[config.mk]
export PLATFORM = sky130hd
export DESIGN_NAME = instr_fetch_flat
export DESIGN_NICKNAME = d
export VERILOG_FILES = /design/src/rtl/instr_fetch_if.sv /design/src/rtl/instr_fetch.sv /design/src/flat_wrapper.sv
export SDC_FILE = /design/constraint.sdc
export NUM_CORES = 1
export LEC_CHECK = 0
export ABC_AREA = 1
export CAP_MARGIN = 20
export CORE_ASPECT_RATIO = 1.2
export CORE_UTILIZATION = 53
export DETAILED_ROUTE_END_ITERATION = 16
export PLACE_DENSITY_LB_ADDON = 0.2
export SLEW_MARGIN = 15
export SYNTH_ARGS = -nofsm -noshare
export SYNTH_HDL_FRONTEND = slang
export SYNTH_SLANG_ARGS = --single-unit
[constraint.sdc]
create_clock -name Clk -period 2.5 [get_ports Clk]
set_input_delay 0.5 -clock Clk [delete_from_list [all_inputs] [get_ports Clk]]
set_output_delay 0.5 -clock Clk [all_outputs]
set_load 0.005 [all_outputs]
[src/rtl/instr_fetch_if.sv]
// Fetch-unit bus bundle: instruction-memory request/response, redirect input and decode-side output.
// master = fetch unit, slave = memory/decode environment.
interface instr_fetch_if;
    logic        imem_req_valid;
    logic        imem_req_ready;
    logic [31:0] imem_req_addr;
    logic        imem_rsp_valid;
    logic [31:0] imem_rsp_data;
    logic        redirect;
    logic [31:0] redirect_pc;
    logic [31:0] Instr;
    logic [31:0] pc;
    logic        instr_valid;
    logic        instr_ready;

    modport master (
        output imem_req_valid, imem_req_addr, Instr, pc, instr_valid,
        input  imem_req_ready, imem_rsp_valid, imem_rsp_data, redirect, redirect_pc, instr_ready
    );

    modport slave (
        input  imem_req_valid, imem_req_addr, Instr, pc, instr_valid,
        output imem_req_ready, imem_rsp_valid, imem_rsp_data, redirect, redirect_pc, instr_ready
    );
endinterface

[src/rtl/instr_fetch.sv]
// Instruction fetch: in-order imem requests, PC-tagged response queue, redirect with wrong-path drop.
// Latency: response word visible at decode the cycle after it returns; no request issued in BOOT.
// Backpressure: requests stall while outstanding+queued reaches QDEPTH. Optional IF_MISALIGN_CHK_EN.
module instr_fetch #(
    parameter logic [31:0] RESET_PC = 32'h0000_0000,
    parameter int          QDEPTH   = 2
) (
    input  logic Clk,
    input  logic Rst,
    instr_fetch_if.master bus
`ifdef IF_MISALIGN_CHK_EN
    ,
    output logic misalign_err
`endif
);
    localparam int PW = $clog2(QDEPTH);
    localparam int CW = PW + 1;
    localparam logic [CW:0] QD_W = QDEPTH[CW:0];

    typedef enum logic [1:0] {BOOT, RUN, DRAIN} state_t;

    state_t          state_q, state_d;
    logic [31:0]     fetch_pc_q, fetch_pc_d;
    logic [CW-1:0]   outstanding_q, outstanding_d;
    logic [CW-1:0]   drop_cnt_q, drop_cnt_d;
    logic [CW-1:0]   count_q, count_d;
    logic [PW-1:0]   head_q, head_d;
    logic [PW-1:0]   tail_q, tail_d;
    logic [31:0]     qpc_q  [QDEPTH];
    logic [31:0]     qpc_d  [QDEPTH];
    logic [31:0]     qdat_q [QDEPTH];
    logic [31:0]     qdat_d [QDEPTH];
    logic            misalign_q, misalign_d;

    logic            redir_eff;
    logic [31:0]     redir_tgt;
    logic [CW:0]     credit_used;
    logic            req_vld;
    logic            acc;
    logic            rsp;
    logic            drop;
    logic            push;
    logic            pop;
    logic            empty;
    logic            out_vld;
    logic [31:0]     rsp_pc;
    logic [CW-1:0]   outstanding_dec;

    always_comb begin
        state_d         = state_q;
        fetch_pc_d      = fetch_pc_q;
        outstanding_d   = outstanding_q;
        drop_cnt_d      = drop_cnt_q;
        count_d         = count_q;
        head_d          = head_q;
        tail_d          = tail_q;
        qpc_d           = qpc_q;
        qdat_d          = qdat_q;
        misalign_d      = misalign_q;

        redir_eff   = bus.redirect && (state_q != BOOT);
        redir_tgt   = {bus.redirect_pc[31:2], 2'b00};
        credit_used = {1'b0, outstanding_q} + {1'b0, count_q};
        req_vld     = (state_q == RUN) && !bus.redirect && (credit_used < QD_W);
        acc         = req_vld && bus.imem_req_ready;
        rsp         = bus.imem_rsp_valid;
        drop        = rsp && (drop_cnt_q != '0);
        push        = rsp && !drop;
        empty       = (count_q == '0);
        out_vld     = !empty && !bus.redirect;
        pop         = out_vld && bus.instr_ready;
        // Live requests are the youngest ones, so the oldest one's PC sits that many words behind fetch_pc.
        rsp_pc      = fetch_pc_q - (32'(outstanding_q) << 2);

        outstanding_dec = (rsp && (outstanding_q != '0)) ? outstanding_q - CW'(1) : outstanding_q;
        outstanding_d   = acc ? outstanding_dec + CW'(1) : outstanding_dec;

        drop_cnt_d = drop ? drop_cnt_q - CW'(1) : drop_cnt_q;
        if (redir_eff && (state_q == RUN)) begin
            drop_cnt_d = outstanding_dec;
        end

        if (redir_eff) begin
            fetch_pc_d = redir_tgt;
        end else if (acc) begin
            fetch_pc_d = fetch_pc_q + 32'd4;
        end

        if (redir_eff) begin
            count_d = '0;
            head_d  = '0;
            tail_d  = '0;
        end else begin
            if (push) begin
                qpc_d[tail_q]  = rsp_pc;
                qdat_d[tail_q] = bus.imem_rsp_data;
                tail_d         = tail_q + PW'(1);
            end
            if (pop) begin
                head_d = head_q + PW'(1);
            end
            unique case ({push, pop})
                2'b10:   count_d = count_q + CW'(1);
                2'b01:   count_d = count_q - CW'(1);
                default: count_d = count_q;
            endcase
        end

`ifdef IF_MISALIGN_CHK_EN
        if (redir_eff && (bus.redirect_pc[1:0] != 2'b00)) begin
            misalign_d = 1'b1;
        end
`endif

        unique case (state_q)
            BOOT:    state_d = RUN;
            RUN:     if (redir_eff && (outstanding_d != '0)) state_d = DRAIN;
            DRAIN:   if (drop_cnt_d == '0) state_d = RUN;
            default: state_d = BOOT;
        endcase
    end

    always_ff @(posedge Clk) begin
        if (Rst) begin
            state_q       <= BOOT;
            fetch_pc_q    <= RESET_PC;
            outstanding_q <= '0;
            drop_cnt_q    <= '0;
            count_q       <= '0;
            head_q        <= '0;
            tail_q        <= '0;
            qpc_q         <= '{default: '0};
            qdat_q        <= '{default: '0};
            misalign_q    <= 1'b0;
        end else begin
            state_q       <= state_d;
            fetch_pc_q    <= fetch_pc_d;
            outstanding_q <= outstanding_d;
            drop_cnt_q    <= drop_cnt_d;
            count_q       <= count_d;
            head_q        <= head_d;
            tail_q        <= tail_d;
            qpc_q         <= qpc_d;
            qdat_q        <= qdat_d;
            misalign_q    <= misalign_d;
        end
    end

    assign bus.imem_req_valid = req_vld;
    assign bus.imem_req_addr  = fetch_pc_q;
    assign bus.instr_valid    = out_vld;
    assign bus.Instr          = empty ? 32'h0 : qdat_q[head_q];
    assign bus.pc             = empty ? 32'h0 : qpc_q[head_q];

`ifdef IF_MISALIGN_CHK_EN
    assign misalign_err = misalign_q;
`else
    logic unused_misalign;
    assign unused_misalign = misalign_q ^ (^bus.redirect_pc[1:0]);
`endif
endmodule

[src/flat_wrapper.sv]
// flat-port wrapper written by rule: the top's interface ports become plain ports
module instr_fetch_flat 
#(
    parameter logic [31:0] RESET_PC = 32'h0000_0000,
    parameter int          QDEPTH   = 2
)
  (Clk, Rst, bus_imem_req_valid, bus_imem_req_addr, bus_Instr, bus_pc, bus_instr_valid, bus_imem_req_ready, bus_imem_rsp_valid, bus_imem_rsp_data, bus_redirect, bus_redirect_pc, bus_instr_ready);
  instr_fetch_if bus_i ();
  input  logic Clk;
  input  logic Rst;
  output wire logic [$bits(bus_i.imem_req_valid)-1:0] bus_imem_req_valid;
  output wire logic [$bits(bus_i.imem_req_addr)-1:0] bus_imem_req_addr;
  output wire logic [$bits(bus_i.Instr)-1:0] bus_Instr;
  output wire logic [$bits(bus_i.pc)-1:0] bus_pc;
  output wire logic [$bits(bus_i.instr_valid)-1:0] bus_instr_valid;
  input wire logic [$bits(bus_i.imem_req_ready)-1:0] bus_imem_req_ready;
  input wire logic [$bits(bus_i.imem_rsp_valid)-1:0] bus_imem_rsp_valid;
  input wire logic [$bits(bus_i.imem_rsp_data)-1:0] bus_imem_rsp_data;
  input wire logic [$bits(bus_i.redirect)-1:0] bus_redirect;
  input wire logic [$bits(bus_i.redirect_pc)-1:0] bus_redirect_pc;
  input wire logic [$bits(bus_i.instr_ready)-1:0] bus_instr_ready;
  assign bus_imem_req_valid = bus_i.imem_req_valid;
  assign bus_imem_req_addr = bus_i.imem_req_addr;
  assign bus_Instr = bus_i.Instr;
  assign bus_pc = bus_i.pc;
  assign bus_instr_valid = bus_i.instr_valid;
  assign bus_i.imem_req_ready = bus_imem_req_ready;
  assign bus_i.imem_rsp_valid = bus_imem_rsp_valid;
  assign bus_i.imem_rsp_data = bus_imem_rsp_data;
  assign bus_i.redirect = bus_redirect;
  assign bus_i.redirect_pc = bus_redirect_pc;
  assign bus_i.instr_ready = bus_instr_ready;
  instr_fetch #(.RESET_PC(RESET_PC), .QDEPTH(QDEPTH)) u_core (.Clk(Clk), .Rst(Rst), .bus(bus_i));
endmodule
==> results of run 1 <==
## where the power goes
group,switching (mW),internal [mW]
registers,0.293,3.03
logic,1.80,1.25
clock network,1.11,1.68
total,3.20,5.96
## worst paths after layout
path,cells after the start,from,to
worst max-delay path,6,u_core.head_q,bus_Instr[24]
worst min-delay path,2,u_core.qdat_q[2],u_core.qdat_q[2]
worst max register to register,10,u_core.bus.imem_req_addr[2],u_core.qpc_q[46]
worst min register to register,2,u_core.qdat_q[2],u_core.qdat_q[2]
## repair_timing
action                     4_1_cts  5_1_grt
gates resized for setup         14       12
setup endpoints to repair       60       56
gates cloned                     0        1
pin swaps                        1        1
setup buffers                    5        0
## state kept, by name (all words and copies together) (netlist names)
signal / count
u_core.count_q: 2
u_core.drop_cnt_q: 2
u_core.state_q: 2
u_core.head_q: 1
u_core.qpc_q: 60
u_core.tail_q: 1
u_core.qdat_q: 64
u_core.bus.imem_req_addr: 30
u_core.outstanding_q: 2
## metrics by stage
step	util [%]	hold WS (ns)	power, mW	instances	setup WS [ns]
floorplan	-	0.4549	5.226	1388	0.5212
global placement	65.52	0.4618	6.240	1708	0.1560
detailed placement	65.52	0.4716	6.312	1708	0.09512
CTS	69.75	0.4866	9.142	1745	-0.08258
global route	70.16	0.5034	9.705	1746	-0.1064
finish	70.16	0.4825	9.168	1746	-0.04891
## layout by cell type, fill, tap and decap left out, types with 5 or more instances in the layout
master           count
nor2_2              11
nand2_1            272
a211oi_1            16
inv_1              139
nand2_2              7
o211ai_1             8
nor3_1               8
o21ai_1              8
inv_2                7
dfxtp_1            161
ha_1                 6
a31oi_1              8
a21oi_1             90
clkinvlp_4           5
nand4_1              6
a211oi_2             6
nand3_1             74
buf_4               23
nor2_4               7
xor2_1              22
clkbuf_16           18
nor2_1             302
clkdlybuf4s50_1    152
buf_12               9
o21ai_0            118
## cells by family after synthesis
| logic type | synth area share [%] |
|---|---|
| and+or+nand+nor | 32.43 |
| AOI/OAI and AO/OA | 15.89 |
| buffers and inverters | 10.96 |
| DFF | 36.92 |
| xor gates and xnor gates | 2.462 |
| adders and majority gates | 1.294 |
| other | 0.04217 |
## critical path: stages, from the launching register on
cell	delay [ns]
dfxtp_1	0.34
inv_4	0.15
buf_12	0.17
buf_16	0.19
nand2_1	0.09
a21oi_2	0.16
clkdlybuf4s50_1	0.52
## metal layers
layer  global-route usage [%]  part of all wire [%]  vias to the layer above
met4                    11.89                   2.3                        0
met1                    35.89                    43                     4162
met5                        0                     0                        -
met3                    3.492                   5.3                       38
li1                         -                     -                     4661
met2                    50.91                    49                      311
## layout make-up
| cell class | instances | area, um2 |
|---|---|---|
| well taps | 212 | 265.3 |
| multi-input cells | 995 | 4692 |
| fillers | 1444 | 4875 |
| flip-flops and latches | 164 | 3289 |
| inverters | 147 | 554.3 |
| repair buffers | 196 | 2031 |
| clock inverters | 14 | 200.2 |
| clock buffers | 18 | 429.2 |
==> results.cfg, run 1 <==
[outcome]
outcome = complete, but fails checks
failed_checks = setup timing

[yosys]
synth_top_cell_by_area = dfxtp_1
ys_dominant_reg_cell = dfxtp_1
syn-instance-count = 1385
yosys_register_bits = 164
syn_area_um2 = 8892
synthArstFlopShare_pct = 0
synth.yosys.seq_area_share_pct = 36.92
top_cell_types_by_occurrence_after_synthesis = nor2_1, nand2_1, dfxtp_1, inv_1, o21ai_0
yosysWarningCount = 0
area_share_of_the_largest_cell_type_after_synthesis_pct = 36.92
synth_cell_types = 40
synth_edf_count = 0
synthesis.area_per_instance_um2 = 6.420
netlist_top_cells_area = dfxtp_1, nor2_1, nand2_1
synthMostInstantiatedCell = nor2_1

[placed_design]
final_estimated_routing_congestion_in_global_placement = 0.9255
io_buffers = 161
hpwlAfterDp_um = 16740
placement.cell_area_um2 = 10700

[finish]
antenna_diode_count = 0
post_route_cells_drive_above_1_share_pct = 7.627
final_nets = 1599
post-route-cell-area_um2 = 11460
area.growth.synth_to_final_pct = 28.89

[drt]
routed_len_inst_um = 14.32
drt_wl_total_um = 25000
drt_pass1_iterations = 6
detail_route.iter0.violations = 687
drc = 0
route.vias.total = 9172
vias_per_cell = 5.253
antenna_violating_nets_post_route = 0

[clock_network]
ctsHtreeMaxLevel = 4
clk-insertion-delay-late_ns = 0.43
post_cts_hold_buffer_count = 0
cts.clk_slew.worst_paths_ns = 0.06
cts_buffers = 17
cts.root.buffer_cell = clkbuf_16
sink_count_of_the_clock_tree = 164
clock_path_buffers = 2
cts_tree = yes

[run]
maxCapViolCount = 0

[sta]
setup_ws_ns = -0.04891
period_share_pct = 102.0
totalNegativeSetupSlack_ns = -0.2746
max_clock_freq_mhz = 392.3
min_period_ns = 2.549
drv_slew = 0
report.final.setup_viol = 13
rsz0062_at_grt = true
measured_slew_at_the_worst_slew_check_pin_ns = 0.5110
timing.max_slew.rel_slack_pct = 65.86
timing.clock.skew_ns = 0.01139
final-hold-violation-count = 0

[setup_path]
worst_ep_required_time_ns = 2.00
worst-path-max-fanout = 31
worstPathArrival_ns = 2.05
critPathLaunchType = register
worst-r2r-setup-slack_ns = 0.23
criticalPathCategory = register to primary output
worstSetupEndpointType = primary output

[die]
die_h_um = 143.9
design.die.area_um2 = 17300
num_rows = 51
io_pins = 168
core_area_um2 = 16340
initial_utilization_pct = 54.43
die_w_um = 120.2

[global_routing]
grt_pass1_vias = 8286
grt_remaining_overflow = 0
grt_pass1_wl_um = 39820
grtUsageTotal_pct = 28.99
grt_max_degree = 63
antenna_found_initial = 0

[power]
vdd_drop_max_mv = 0.5482
cellPowerDensity_nw_per_um2 = 800.0
static-leakage-power_nw = 4.809

[worst_hold_path]
hold_path.class = register to register
(Power assumes the default switching activity.)
==> inputs of run 2 (changes only) <==
--- a/config.mk
+++ b/config.mk
@@ -6,8 +6,10 @@
 export NUM_CORES = 1
 export LEC_CHECK = 0
 export ABC_AREA = 1
+export ABC_CLOCK_PERIOD_IN_PS = 2500
 export CAP_MARGIN = 20
 export CORE_ASPECT_RATIO = 1.2
+export CORE_MARGIN = 5
 export CORE_UTILIZATION = 53
 export DETAILED_ROUTE_END_ITERATION = 16
 export PLACE_DENSITY_LB_ADDON = 0.2
==> run 2 against run 1 <==
  * The run now ends clean
  * Cell count decreased by 0.11%
  * Count of clock-buffer cells in the layout down 1
  * Fmax rose by 2.7%
  * Critical path depth shrank 1
  * Combinational power is 3% higher
  * Global-route usage is 3.3 points lower
  * Sequential share of layout area about the same
  * Worst hold slack lost 0.068 ns
  * Sequential power about the same
  * Die area up 13%
  * First-iteration DRC count grew 9.8%
==> results.cfg, run 2 (synthesis results as in run 1) <==
[placed_design]
placed_cells = 1708
io_buffers = 161
hpwlAfterDp_um = 17290
placement.cell_area_um2 = 10670
final_estimated_routing_congestion_in_global_placement = 0.8813
post-place-ws_ns = 0.1451

[setup_path]
worst_ep_required_time_ns = 2.00
critPathLaunchType = register
worstPathArrival_ns = 1.98
criticalPathCategory = register to primary output
worstSetupEndpointType = primary output
worst-path-max-fanout = 15

[drt]
vias_per_cell = 5.239
route.vias.total = 9136
detail_route.iter0.violations = 754
drc = 0
drt_wl_total_um = 26180
routed_len_inst_um = 15.01
drt_pass1_iterations = 7
antenna_violating_nets_post_route = 0

[die]
core_area_um2 = 16660
io_pins = 168
die_w_um = 128.2
num_rows = 52
design.die.area_um2 = 19480
die_h_um = 151.9
initial_utilization_pct = 53.39

[finish]
post-route-cell-area_um2 = 11450
layout.cells.most_common_list = nor2_1, nand2_1, dfxtp_1
final_util_pct = 68.77
final_nets = 1593
area.growth.synth_to_final_pct = 28.82
largest-register = u_core.qdat_q
fin_cells = 1744
fillers = 1480
antenna_diode_count = 0
mostFrequentLayoutCell = nor2_1
largest_register_ff_count = 64
post_route_cells_drive_above_1_share_pct = 7.657

[global_routing]
antenna_found_initial = 0
grt_remaining_overflow = 0
grtUsageTotal_pct = 25.72
grt_pass1_wl_um = 41230
grt_pass1_vias = 8474
grt_max_degree = 81

[sta]
setup_ws_ns = 0.01777
final-hold-violation-count = 0
max_clock_freq_mhz = 402.9
drv_slew = 0
report.final.setup_viol = 0
min_period_ns = 2.482
timing.clock.skew_ns = 0.01304
period_share_pct = 99.29
rsz0062_at_grt = true

[clock_network]
ctsHtreeMaxLevel = 4
clock_path_buffers = 2
sink_count_of_the_clock_tree = 164
clk-insertion-delay-late_ns = 0.44
cts.root.buffer_cell = clkbuf_16
cts_buffers = 17
cts.clk_slew.worst_paths_ns = 0.07
cts_tree = yes

[power]
vdd_drop_max_mv = 0.4631
pwr-share-seq_pct = 36.8
internal-power_mw = 5.641
switchingPower_mw = 3.379
total_power_mw = 9.020
p_comb_share_pct = 34.7
static-leakage-power_nw = 4.732
power.share.clock_pct = 28.5
cellPowerDensity_nw_per_um2 = 787.5
sw_frac_of_total_pct = 37.46

[run]
maxCapViolCount = 0

[outcome]
outcome = finished, final reports clean

[worst_hold_path]
hold_path.class = input pin to register
run 2: per-stage QoR:
stage               setup TNS [ns]  hold WS (ns)
floorplan                        0        0.4549
global placement                 0        0.4619
detailed placement               0        0.4714
CTS                         -1.258        0.4063
global route              -0.07355        0.4354
finish                           0        0.4147
run 2: worst paths after layout:
path                          startpoint                    to  slack, ns  cells past startpoint
max reg2reg  u_core.bus.imem_req_addr[2]      u_core.qpc_q[50]       0.32                     11
min reg2reg            u_core.qdat_q[20]     u_core.qdat_q[20]       0.48                      2
max                        u_core.head_q            bus_pc[16]       0.02                      5
min                                  Rst  u_core.drop_cnt_q[0]       0.41                      2
run 2: area by class of cell:
type / count / area [um2] / area share (%)
Clock buffer: 17 / 425.4 / 3.714
Inverter: 147 / 554.3 / 4.839
Timing Repair Buffer: 190 / 2019 / 17.63
Tap cell: 216 / 270.3 / 2.359
Sequential cell: 164 / 3293 / 28.75
Clock inverter: 15 / 161.4 / 1.409
Multi-Input combinational cell: 995 / 4731 / 41.30
run 2: per-layer routing:
layer  global-route usage [%]  vias up  wire, um
li1                         -     4651         -
met1                    33.56     4140     11360
met2                    42.49      299     12610
met3                    4.354       46      1611
met4                    9.353        0       610
met5                        0        -         0
run 2: what timing repair did:
item | in CTS | in global routing
hold endpoints to repair | 0 | 0
setup endpoints to repair | 47 | 60
gates resized for setup | 7 | 25
setup buffers | 0 | 0
pin swaps | 0 | 1
hold buffers | 0 | 0
cloned | 0 | 4
run 2: worst max-delay path: stages, from the launching register on:
cell and delay [ns]:
dfxtp_2 0.38, inv_4 0.09, clkbuf_16 0.20, a211oi_2 0.23
buf_4 0.15, clkdlybuf4s50_1 0.49
run 2: power by group through the flow:
| stage | Combinational [mW] | Clock, mW | Sequential (mW) |
|---|---|---|---|
| 6_report | 3.13 | 2.57 | 3.32 |
| 5_1_grt | 3.50 | 2.73 | 3.37 |
| 4_1_cts | 2.98 | 2.62 | 3.31 |
| 3_5_place_dp | 2.95 | 0 | 3.37 |
| 3_3_place_gp | 2.89 | 0 | 3.35 |
| 2_1_floorplan | 1.95 | 0 | 3.27 |
==> inputs of run 3 (changes only) <==
--- a/config.mk
+++ b/config.mk
@@ -11,6 +11,7 @@
 export CORE_ASPECT_RATIO = 1.2
 export CORE_MARGIN = 5
 export CORE_UTILIZATION = 53
+export CTS_BUF_LIST = sky130_fd_sc_hd__clkbuf_16
 export DETAILED_ROUTE_END_ITERATION = 16
 export PLACE_DENSITY_LB_ADDON = 0.2
 export SLEW_MARGIN = 15
==> results of run 3 <==
Final layout, timing and power as in run 2 (identical DEF).
